**src/rtl/latch_bank_write_arbiter.sv**
```systemverilog
// Round-robin write arbiter and setup/enable/hold sequencer for a shared bank of
// level-sensitive D latches. Every output comes straight from a register.
module latch_bank_write_arbiter #(
  parameter int unsigned WIDTH     = 8,
  parameter int unsigned N_REQ     = 4,
  parameter int unsigned EN_CYCLES = 2
) (
  input  logic                   clk_in,
  input  logic                   reset_al_in,
  input  logic [N_REQ-1:0]       req_in,
  input  logic [N_REQ*WIDTH-1:0] data_in,
  output logic [N_REQ-1:0]       grant_out,
  output logic [N_REQ-1:0]       ack_out,
  output logic [WIDTH-1:0]       latch_d_out,
  output logic                   latch_en_out,
  output logic                   busy_out
);

  localparam int unsigned PW = $clog2(N_REQ);

  localparam logic [2:0] S_IDLE   = 3'd0;
  localparam logic [2:0] S_SETUP  = 3'd1;
  localparam logic [2:0] S_ENABLE = 3'd2;
  localparam logic [2:0] S_HOLD   = 3'd3;
  localparam logic [2:0] S_ACK    = 3'd4;

  logic [2:0]       state_q, state_d;
  logic [PW-1:0]    rr_q, rr_d;
  logic [PW-1:0]    win_q, win_d;
  logic [3:0]       cnt_q, cnt_d;
  logic [WIDTH-1:0] data_q, data_d;
  logic [N_REQ-1:0] grant_q, grant_d;
  logic [N_REQ-1:0] ack_q, ack_d;
  logic             en_q, en_d;
  logic             busy_q, busy_d;

  logic             found;
  logic [PW-1:0]    pick;
  logic [PW:0]      idx;
  logic [WIDTH-1:0] pick_data;

  // Search from rr_q upward with wrap; first requester found wins.
  always_comb begin
    found = 1'b0;
    pick  = '0;
    idx   = '0;
    for (int unsigned k = 0; k < N_REQ; k++) begin
      idx = {1'b0, rr_q} + (PW+1)'(k);
      if (idx >= (PW+1)'(N_REQ)) begin
        idx = idx - (PW+1)'(N_REQ);
      end
      if (!found && req_in[idx[PW-1:0]]) begin
        found = 1'b1;
        pick  = idx[PW-1:0];
      end
    end
  end

  always_comb begin
    pick_data = '0;
    for (int unsigned i = 0; i < N_REQ; i++) begin
      if (pick == PW'(i)) begin
        pick_data = data_in[i*WIDTH +: WIDTH];
      end
    end
  end

  always_comb begin
    state_d = state_q;
    rr_d    = rr_q;
    win_d   = win_q;
    cnt_d   = cnt_q;
    data_d  = data_q;
    grant_d = grant_q;
    ack_d   = '0;
    case (state_q)
      S_IDLE: begin
        if (found) begin
          win_d   = pick;
          data_d  = pick_data;
          grant_d = N_REQ'(1) << pick;
          state_d = S_SETUP;
        end
      end
      S_SETUP: begin
        cnt_d   = 4'(EN_CYCLES - 1);
        state_d = S_ENABLE;
      end
      S_ENABLE: begin
        if (cnt_q == 4'd0) begin
          state_d = S_HOLD;
        end else begin
          cnt_d = cnt_q - 4'd1;
        end
      end
      S_HOLD: begin
        // ack registered here so it is visible for exactly the ACK cycle
        ack_d   = grant_q;
        state_d = S_ACK;
      end
      S_ACK: begin
        grant_d = '0;
        rr_d    = (win_q == PW'(N_REQ - 1)) ? '0 : win_q + 1'b1;
        state_d = S_IDLE;
      end
      default: begin
        grant_d = '0;
        state_d = S_IDLE;
      end
    endcase
  end

  assign en_d   = (state_d == S_ENABLE);
  assign busy_d = (state_d != S_IDLE);

  always_ff @(posedge clk_in) begin
    if (!reset_al_in) begin
      state_q <= S_IDLE;
      rr_q    <= '0;
      win_q   <= '0;
      cnt_q   <= '0;
      data_q  <= '0;
      grant_q <= '0;
      ack_q   <= '0;
      en_q    <= 1'b0;
      busy_q  <= 1'b0;
    end else begin
      state_q <= state_d;
      rr_q    <= rr_d;
      win_q   <= win_d;
      cnt_q   <= cnt_d;
      data_q  <= data_d;
      grant_q <= grant_d;
      ack_q   <= ack_d;
      en_q    <= en_d;
      busy_q  <= busy_d;
    end
  end

  assign grant_out    = grant_q;
  assign ack_out      = ack_q;
  assign latch_d_out  = data_q;
  assign latch_en_out = en_q;
  assign busy_out     = busy_q;

endmodule

```
**config.mk**
```make
export PLATFORM = sky130hd
export DESIGN_NAME = latch_bank_write_arbiter
export DESIGN_NICKNAME = d
export VERILOG_FILES = /design/src/rtl/latch_bank_write_arbiter.sv
export SDC_FILE = /design/constraint.sdc
export NUM_CORES = 1
export LEC_CHECK = 0
export ABC_CLOCK_PERIOD_IN_PS = 5000
export CORE_MARGIN = 2
export CORE_UTILIZATION = 48
export DETAILED_ROUTE_END_ITERATION = 12
export PLACE_DENSITY = 0.91
export SKIP_CTS_REPAIR_TIMING = 1
export SYNTH_ARGS = -nofsm -noshare
export SYNTH_HDL_FRONTEND = slang
export SYNTH_SLANG_ARGS = --single-unit
```
**constraint.sdc**
```tcl
create_clock -name clk_in -period 5 [get_ports clk_in]
set_clock_uncertainty 0.1 [all_clocks]
set_input_delay 1 -clock clk_in [delete_from_list [all_inputs] [get_ports clk_in]]
set_output_delay 1 -clock clk_in [all_outputs]
set_load 0.005 [all_outputs]
```
## Word level (Yosys, flattened, before mapping)

Index checks and enable logic that the tools add are counted.

- Equal/unequal tests: 11
- Bitwise operators: 1
- Shift-type cells: 1
- Add/subtract/negate cells: 9
- Order comparisons: 8
- Reduce and logical (&&, ||, !) cells: 16
- Muxes and demuxes: 32

Operators with widths:

| kind | count |
|---|---|
| 8-bit two-way mux | 4 |
| 2-bit two-way mux | 9 |
| 4-bit one-hot mux with 2 select lines | 2 |
| 2-bit by 3-bit < comparator with 1-bit output (second input constant) | 4 |
| 3-bit one-hot mux with 4 select lines | 1 |
| 3-bit by 2-bit == test with 1-bit output (second input constant) | 3 |
| 3-bit greater-or-equal comparator (second input constant) | 3 |
| 1-bit binary-select mux with 2-bit select | 4 |
| 1-bit two-way mux | 8 |
| 4-bit two-way mux | 2 |
| 2-bit AND reduction | 4 |
| 2-bit by 1-bit subtractor with 2-bit output (second input constant) | 4 |
| 2-bit by 2-bit adder with 3-bit output (second input constant) | 2 |
| 2-bit == test (second input constant) | 3 |
| 3-bit two-way mux | 2 |
| 4-bit zero test | 1 |
| 2-bit != test (second input constant) | 2 |
| 1-bit by 2-bit left shift with 4-bit output (first input constant) | 1 |
| 4-bit by 1-bit subtractor with 4-bit output (second input constant) | 1 |
| 2-bit by 1-bit adder with 3-bit output (second input constant) | 1 |
| 3-bit by 1-bit == test with 1-bit output (second input constant) | 1 |
| 3-bit == test (second input constant) | 1 |
| 2-bit by 3-bit greater-or-equal comparator with 1-bit output (second input constant) | 1 |
| 1-bit logical AND | 3 |
| other kinds (9) | 11 |

- Bits in registers: 29
- Word-level logic and storage cells: 87
- Input port bits: 38
- Output and inout bits: 18

## Longest topological paths before layout

Gate-level depths: netlist of run 1.

- Word-level depth: 19
- Mapped depth: 7
- Gate-level depth less buffers: 7

## Worst setup path before layout of run 1

No wires, ideal clock.

- Path kind: input port to flip-flop
- Start: input port req_in[2]
- End: register win_q[0]
- Stages: 7
- Required time: 4.785 ns
- Setup slack: 2.698 ns
- Arrival time: 2.087 ns
- Library setup time: 0.115 ns
- Buffers on the path: 2
- Path through: buf_2 > nor4_4 > or4_4 > buf_2 > nand2_1 > o21ai_1 > and2_1

- Cells in the longest elaborated chain, start to end: 13
- Elaborated cells on any way between the ends: 23
- Those cells by class: mux (16); reduce/logical (7)

Ends and longest elaborated chain:

| item | line | text |
|---|---|---|
| start: declaration | 10 | `input logic [N_REQ-1:0] req_in,` |
| 1-bit binary-select mux with 2-bit select | 52 | `if (!found && req_in[idx[PW-1:0]]) begin` |
| 1-bit two-way mux (implied by the code) | 52 |  |
| 1-bit two-way mux | 52 |  |
| 1-bit zero test | 52 |  |
| 1-bit logical AND | 52 |  |
| 1-bit two-way mux | 52 |  |
| 1-bit zero test | 52 |  |
| 1-bit logical AND | 52 |  |
| 1-bit two-way mux | 52 |  |
| 1-bit zero test | 52 |  |
| 1-bit logical AND | 52 |  |
| 1-bit two-way mux | 52 |  |
| 2-bit AND reduction (no line) | n/a |  |
| end signal: assignment | 130 | `win_q <= win_d;` |
| end: declaration | 29 | `logic [PW-1:0] win_q, win_d;` |

Several ways; a longest one is shown, not always the timed one. The select of a mux whose other input is x is not followed.
A chain may end at the register's enable or synchronous reset.

## Final worst setup path of run 1

- Start: input port req_in[3]
- End: register data_q[7], in the netlist latch_d_out[7]

- Cells in the longest elaborated chain, start to end: 17
- Elaborated cells on any way between the ends: 31
- Those cells by class: eq/ne (3); mux (20); reduce/logical (8)

Ends and longest elaborated chain:

| item | line | text |
|---|---|---|
| 1-bit binary-select mux with 2-bit select | 52 |  |
| 1-bit two-way mux (implied by the code) | 52 |  |
| 1-bit two-way mux | 52 |  |
| 1-bit zero test | 52 |  |
| 1-bit logical AND | 52 |  |
| 1-bit two-way mux | 52 |  |
| 1-bit zero test | 52 |  |
| 1-bit logical AND | 52 |  |
| 1-bit two-way mux | 52 |  |
| 1-bit zero test | 52 |  |
| 1-bit logical AND | 52 |  |
| 2-bit two-way mux | 52 |  |
| 2-bit zero test | 62 | `if (pick == PW'(i)) begin` |
| 8-bit two-way mux (4 in a row) | 62 |  |
| end signal: assignment | 132 | `data_q <= data_d;` |
| end: declaration | 31 | `logic [WIDTH-1:0] data_q, data_d;` |

Several ways; a longest one is shown, not always the timed one. The select of a mux whose other input is x is not followed.

==> impl_table.tex, run 1 <==
\begin{tabular}{lr}
\hline
Metric & Value \\
\hline
\multicolumn{2}{l}{\textbf{Synthesis}} \\
Most used flip-flop cell after synthesis & dfxtp\_1 \\
Synth warnings & 0 \\
Portion of the post-synthesis area used by sequential elements & between 30\% and 40\% \\
EDFF count, synth & 0 \\
Synth area leader & dfxtp\_1 \\
Area of the mapped netlist & around 1600 um\^{}2 \\
\#FFs+latches synth & 29 \\
Cell count after synthesis & around 190 \\
Post-synthesis cell type count & 44 \\
Most frequent cell after synthesis & dfxtp\_1 \\
Async set-or-reset flop fraction in the synthesized netlist & 0\% \\
Cell types with the largest area share after synthesis & dfxtp\_1 (37\%), a21oi\_1 (4.1\%), nand2\_1 (4.0\%) \\
Nets in the synthesized netlist & between 200 and 250 \\
Post-synthesis area per instance & approximately 8.2 um\^{}2 \\
Fraction of synthesized cell area taken by the top area cell type & 36.68\% \\
Commonest cells in the netlist & dfxtp\_1 (29), nand2\_1 (17), nor2\_1 (15) \\
\multicolumn{2}{l}{\textbf{Cells and area}} \\
Synthesis-to-finish area growth & 38.02\% \\
NumNets Final & around 280 \\
Layout cells sized above 1 & 8.230\% \\
Number of fill cells in the layout & $\sim$270 \\
Area used by sequential logic in the layout & between 500 and 600 um\^{}2 \\
Inserted Diodes & 0 \\
Number of cells in the finished layout apart from fillers & approximately 290 \\
Multi-input logic area & 924.6 um\^{}2 \\
\multicolumn{2}{l}{\textbf{Drt}} \\
DR top layer & met4 \\
Total Routed Length & roughly 4.1 mm \\
Count of vias placed by the detailed router & between 1500 and 2000 \\
Wire per inst & 14.38 um \\
Pre-Repair DR Iteration Count & 4 \\
Met1 Wirelength & about 1.7 mm \\
Total met3 wirelength after detailed routing & about 240 um \\
Final routed DRC violation total & 0 \\
Final antenna-violating net count & 0 \\
Vias/cell & between 5 and 6 \\
Detailed Route Iter0 Violations & 85 \\
Metal2 WL & roughly 2.1 mm \\
\multicolumn{2}{l}{\textbf{STA}} \\
Hold slack final & approximately 0.37 ns \\
Worst Max-Slew Pin Slew & between 0.8 and 0.9 ns \\
Final critical-path share of the clock period & between 50\% and 60\% \\
Final Hold Fails & 0 \\
Crit path time final & $\sim$2.7 ns \\
Maximum achievable frequency & 0.3650 GHz \\
Worst slew margin relative to its limit & 44.63\% \\
Unrepaired setup endpoints after global routing & false \\
Max-slew violation total from the final report & 0 \\
Count of final setup violators & 0 \\
Aggregate negative setup slack & 0 ns \\
\multicolumn{2}{l}{\textbf{Power and ir drop}} \\
Clock power share & approximately a fifth \\
Switching share of total power & $\sim$32\% \\
Comb pwr share & 33.8\% \\
Switching power summed over all nets & 204.3 uW \\
Lkg Pwr & 0.8038 nW \\
Power density relative to cell area & just under 300 nW/um\^{}2 \\
Relative contribution of sequential cells to total power & 44.8\% \\
Largest voltage drop on the vdd net & $\sim$0.15 mV \\
Internal cell power & 425.5 uW \\
\multicolumn{2}{l}{\textbf{Die}} \\
IO Pins & between 50 and 60 \\
\# rows & 20 \\
Chip Width & a little over 60 um \\
Starting density of the core & about half \\
Total die area & 3773 um\^{}2 \\
Placeable core area & 3103 um\^{}2 \\
Floorplan die height & about 61 um \\
\multicolumn{2}{l}{\textbf{Setup path}} \\
Delay-heaviest family, CP & compound AO/OA/AOI/OAI gates \\
Largest fanout of any net on the critical path & 7 \\
Slowest cell delay on critical path & 0.63 ns \\
Number of cells on the critical path & 6 \\
Series of cell instances along the critical path & clkdlybuf4s50\_1 > inv\_2 > a41o\_1 > a21oi\_1 > o221ai\_1 > o2bb2ai\_1 \\
Buf/Inv on CP & 2 \\
Depth of the worst register-to-register path & 5 \\
Crit start category & input pin \\
Critical path data arrival time & between 2 and 3 ns \\
CP required & approximately 5.2 ns \\
Category of the most critical setup path & input pin to flip-flop \\
Worst Setup End Kind & flip-flop \\
Slowest-stage cell, CP & clkdlybuf4s50\_1 \\
\multicolumn{2}{l}{\textbf{CTS}} \\
Number of sinks handled by clock tree synthesis & 29 \\
Total clock buffers created by CTS & 5 \\
Maximum clock insertion buffer count & 2 \\
Clock latency of the later-clocked register in the worst-skew pair & 0.33 ns \\
Htree depth & 2 \\
Buffer type at the clock tree root & clkbuf\_4 \\
Clk pin slew, worst setup/hold paths & roughly 0.090 ns \\
CTS tree & yes \\
\multicolumn{2}{l}{\textbf{Placed design}} \\
I/O Buffers & 55 \\
DPL Wire Length & a little over 3 mm \\
Weighted congestion reported at the end of routability-driven placement & 0.8278 \\
Placed cells & between 200 and 300 \\
\multicolumn{2}{l}{\textbf{GRT}} \\
Via count of the first global-routing pass & around 1500 \\
Number of antenna violations at the first check in global routing & 0 \\
First-pass GRT wire length & around 6.6 mm \\
Global-route total usage across every layer & a little under a quarter \\
Pin count of the biggest net entering global routing & 22 \\
Overflow left after global routing & 0 \\
\multicolumn{2}{l}{\textbf{Status}} \\
Outcome & complete, no violations \\
\multicolumn{2}{l}{\textbf{Flow run}} \\
Number of violations of the max-capacitance limit & 0 \\
\multicolumn{2}{l}{\textbf{Min path}} \\
Classification of the worst-slack hold path & flip-flop to flip-flop \\
Hold depth & 2 \\
\hline
\end{tabular}
worst paths after layout:
kind	from	end	slack (ns)
setup / recovery	req_in[3]	latch_d_out[7]$_SDFFE_PN0P_	2.26
hold / removal	latch_d_out[3]$_SDFFE_PN0P_	latch_d_out[3]$_SDFFE_PN0P_	0.37
setup reg to reg	rr_q[0]$_SDFFE_PN0N_	grant_out[2]$_SDFFE_PN0P_	3.08
hold reg to reg	latch_d_out[3]$_SDFFE_PN0P_	latch_d_out[3]$_SDFFE_PN0P_	0.37
flip-flops by register name (all words and copies together), names as in the netlist:
register	flops
win_q	2
rr_q	2
latch_en_out	1
state_q	3
cnt_q	4
ack_out	4
busy_out	1
latch_d_out	8
grant_out	4
tightest hold or removal path: cells and delay by family, from the launching register on:
kind / cells / cell delay, ns
AO/OA/AOI/OAI: 1 / 0.05
flip-flops: 1 / 0.32
AND/OR/NAND/NOR: 1 / 0.06
final cells by class:
| class | instances | share of cell area (%) |
|---|---|---|
| Inverter | 6 | 1.031 |
| Sequential cell | 29 | 26.57 |
| Multi-Input combinational cell | 145 | 42.33 |
| Timing Repair Buffer | 55 | 25.20 |
| Tap cell | 44 | 2.520 |
| Clock inverter | 2 | 0.4582 |
| Clock buffer | 6 | 1.890 |
layer usage:
layer	track usage, %	vias up
met3	6.303	6
met1	29.72	735
met2	40.58	61
li1	-	800
met5	0	-
met4	7.599	0
cell usage in the layout, fill, tap and decap left out, drive strengths merged, types with 7 or more instances in the layout:
master and n:
nand2 18, nor2 15, dfxtp 29, and2 7, clkdlybuf4s50 55, o221ai 8
o21ai 20, nand2b 7, a21oi 13
per-stage QoR:
stage               util (%)  cell area (um^2)  total power, mW  worst slack [ns]
floorplan                  -              1583           0.4124             2.698
global placement       68.75              2133           0.4937             2.012
detailed placement     68.75              2133           0.4986             1.950
CTS                    70.40              2185           0.6320             2.291
global route           70.40              2185           0.6730             2.166
finish                 70.40              2185           0.6297             2.261
power groups by stage:
stage | Sequential [mW] | Clock [mW] | Combinational [mW]
global placement | 0.286 | 0 | 0.207
finish | 0.282 | 0.135 | 0.213
detailed placement | 0.287 | 0 | 0.212
global route | 0.286 | 0.148 | 0.239
CTS | 0.282 | 0.137 | 0.214
floorplan | 0.281 | 0 | 0.132
cell families (layout without fill, tap and decap cells):
family,count (synthesis),count (layout),share of synthesized area [%]
xor+xnor,2,2,1.107
fa+ha+maj,2,2,1.581
flops,29,29,36.68
simple gates,76,76,26.72
buf+inv,18,69,4.901
compound gates,65,65,29.01
Power figures use the tool's default switching activity.
==> run 2: changes to the inputs <==
--- a/config.mk
+++ b/config.mk
@@ -5,11 +5,11 @@
 export SDC_FILE = /design/constraint.sdc
 export NUM_CORES = 1
 export LEC_CHECK = 0
-export ABC_CLOCK_PERIOD_IN_PS = 5000
+export ABC_CLOCK_PERIOD_IN_PS = 2600
 export CORE_MARGIN = 2
-export CORE_UTILIZATION = 48
+export CORE_UTILIZATION = 45
 export DETAILED_ROUTE_END_ITERATION = 12
-export PLACE_DENSITY = 0.91
+export PLACE_DENSITY = 0.86
 export SKIP_CTS_REPAIR_TIMING = 1
 export SYNTH_ARGS = -nofsm -noshare
 export SYNTH_HDL_FRONTEND = slang
==> constraint.sdc (replaced) <==
create_clock -name clk_in -period 2.6 [get_ports clk_in]
set_clock_uncertainty 0.1 [all_clocks]
set_input_delay 0.52 -clock clk_in [delete_from_list [all_inputs] [get_ports clk_in]]
set_output_delay 0.52 -clock clk_in [all_outputs]
set_load 0.005 [all_outputs]
==> impl_table.tex, run 2 (same netlist as run 1, synthesis figures left out) <==
\begin{tabular}{lr}
\hline
Metric & Value \\
\hline
\multicolumn{2}{l}{\textbf{Status}} \\
Outcome & complete, no violations \\
\multicolumn{2}{l}{\textbf{GRT}} \\
Overflow left after global routing & 0 \\
Pin count of the biggest net entering global routing & 15 \\
Via count of the first global-routing pass & between 1000 and 1500 \\
First-pass GRT wire length & a little under 7 mm \\
Number of antenna violations at the first check in global routing & 0 \\
Global-route total usage across every layer & 21.68\% \\
\multicolumn{2}{l}{\textbf{Die}} \\
Starting density of the core & between 40\% and 50\% \\
Total die area & about 4000 um\^{}2 \\
IO Pins & 56 \\
Chip Width & between 60 and 70 um \\
\# rows & 21 \\
Floorplan die height & $\sim$63 um \\
Placeable core area & around 3400 um\^{}2 \\
\multicolumn{2}{l}{\textbf{Setup path}} \\
Worst reg-to-reg setup slack & 0.69 ns \\
CP required & about 2.8 ns \\
Reg-to-reg critical path startpoint & rr\_q[0]\$\_SDFFE\_PN0N\_ \\
Worst setup path end & grant\_out[2]\$\_SDFFE\_PN0P\_ \\
Worst Setup End Kind & flip-flop \\
Crit start category & input pin \\
End of the worst register-to-register path & grant\_out[2]\$\_SDFFE\_PN0P\_ \\
Launching element of the worst setup path & req\_in[0] \\
Buf/Inv on CP & 1 \\
Slowest-stage cell, CP & clkdlybuf4s50\_1 \\
Slowest cell delay on critical path & around 0.56 ns \\
Critical path data arrival time & around 2.4 ns \\
Series of cell instances along the critical path & clkdlybuf4s50\_1 > nor2b\_1 > o21bai\_2 > nand2\_2 > or3\_1 > a21oi\_1 \\
Delay-heaviest family, CP & simple AND/OR/NAND/NOR gates \\
Depth of the worst register-to-register path & 5 \\
Number of cells on the critical path & 6 \\
Largest fanout of any net on the critical path & 10 \\
Category of the most critical setup path & input pin to flip-flop \\
\multicolumn{2}{l}{\textbf{Min path}} \\
Classification of the worst-slack hold path & flip-flop to flip-flop \\
Hold depth & 2 \\
\multicolumn{2}{l}{\textbf{Power and ir drop}} \\
Largest voltage drop on the vdd net & between 0.3 and 0.4 mV \\
Lkg Pwr & roughly 0.83 nW \\
Post-route total power & approximately 1.3 mW \\
Power density relative to cell area & roughly 600 nW/um\^{}2 \\
\multicolumn{2}{l}{\textbf{STA}} \\
Final critical-path share of the clock period & $\sim$86\% \\
Unrepaired setup endpoints after global routing & false \\
Worst Max-Slew Pin Slew & 0.8278 ns \\
Maximum achievable frequency & 0.4460 GHz \\
Count of final setup violators & 0 \\
Max-slew violation total from the final report & 0 \\
Aggregate negative setup slack & 0 ns \\
Final Hold Fails & 0 \\
Crit path time final & approximately 2.2 ns \\
Worst slew margin relative to its limit & 44.35\% \\
Setup slack after layout & 0.3576 ns \\
\multicolumn{2}{l}{\textbf{Cells and area}} \\
Number of cells in the finished layout apart from fillers & 292 \\
Leading cell types in the layout, fill and taps excluded & clkdlybuf4s50\_1 (55), dfxtp\_1 (29), nand2\_1 (17) \\
Number of fill cells in the layout & just under 300 \\
Synthesis-to-finish area growth & 41.74\% \\
Flip-flop count of the largest register after layout & 8 \\
Post-route cell area & approximately 2200 um\^{}2 \\
Most common cell after layout, fill and taps aside & clkdlybuf4s50\_1 \\
Inserted Diodes & 0 \\
Layout cells sized above 1 & a little under a tenth \\
NumNets Final & between 200 and 300 \\
\multicolumn{2}{l}{\textbf{Drt}} \\
Total Routed Length & just over 4 mm \\
Pre-Repair DR Iteration Count & 4 \\
Final antenna-violating net count & 0 \\
Count of vias placed by the detailed router & 1584 \\
Wire per inst & between 10 and 15 um \\
Detailed Route Iter0 Violations & just under 90 \\
Final routed DRC violation total & 0 \\
Vias/cell & between 5 and 6 \\
\multicolumn{2}{l}{\textbf{Placed design}} \\
Post-place setup slack & 0.05186 ns \\
Weighted congestion reported at the end of routability-driven placement & about 0.80 \\
DPL Wire Length & 3.001 mm \\
Placed cells & between 200 and 300 \\
Area after detailed placement & around 2200 um\^{}2 \\
I/O Buffers & 55 \\
\multicolumn{2}{l}{\textbf{CTS}} \\
Buffer type at the clock tree root & clkbuf\_4 \\
Number of sinks handled by clock tree synthesis & 29 \\
Htree depth & 2 \\
Maximum clock insertion buffer count & 2 \\
Total clock buffers created by CTS & 5 \\
Clk pin slew, worst setup/hold paths & about 0.09 ns \\
CTS tree & yes \\
Clock latency of the later-clocked register in the worst-skew pair & roughly 0.33 ns \\
\multicolumn{2}{l}{\textbf{Flow run}} \\
Number of violations of the max-capacitance limit & 0 \\
\hline
\end{tabular}
run 2: changes by cell type in the layout (fill, tap and decap cells not counted), sizes merged:
| cell | delta |
|---|---|
| clkinv | -2 |
| buf | +3 |
| bufinv | +1 |
| clkbuf | +1 |
run 2: area by class of cell:
class                           instances  area [um^2]  share of cell area [%]
Multi-Input combinational cell        145        924.6                   41.22
Sequential cell                        29        580.6                   25.88
Timing Repair Buffer                   58        573.1                   25.54
Tap cell                               46        57.56                   2.566
Clock buffer                            7        55.05                   2.454
Clock inverter                          1        30.03                   1.339
Inverter                                6        22.52                   1.004
run 2: where the power goes:
group          internal, mW  switching (mW)  leakage (nW)
Combinational         0.221           0.190         0.549
Sequential            0.498          0.0436         0.238
Clock                 0.230           0.157        0.0455
Total                 0.948           0.391         0.832
run 2: worst min-delay path, delay by kind of cell (launching register included):
family,cells,cell delay [ns]
AOI/OAI and AO/OA,1,0.05
DFF,1,0.32
and+or+nand+nor,1,0.05
run 2: how the worst min path moves through the flow:
stage,to,startpoint
floorplan,grant_out[2]$_SDFFE_PN0P_,grant_out[2]$_SDFFE_PN0P_
global placement,latch_d_out[4]$_SDFFE_PN0P_,latch_d_out[4]$_SDFFE_PN0P_
detailed placement,latch_d_out[3]$_SDFFE_PN0P_,latch_d_out[3]$_SDFFE_PN0P_
CTS,latch_d_out[3]$_SDFFE_PN0P_,latch_d_out[3]$_SDFFE_PN0P_
global route,latch_d_out[3]$_SDFFE_PN0P_,latch_d_out[3]$_SDFFE_PN0P_
finish,latch_d_out[3]$_SDFFE_PN0P_,latch_d_out[3]$_SDFFE_PN0P_
run 2: per-layer routing:
layer / vias to the layer above / global-route usage [%] / part of all wire (%)
li1: 800 / - / -
met1: 737 / 29.61 / 46
met2: 42 / 33.91 / 48
met3: 5 / 4.643 / 4.8
met4: 0 / 7.609 / 0.98
met5: - / 0 / 0
run 2: per-stage QoR:
stage               hold slack, ns  util (%)
finish                      0.3624     66.70
floorplan                   0.3566         -
CTS                         0.3651     66.70
detailed placement          0.3523     64.17
global placement            0.3501     64.17
global route                0.3975     66.70
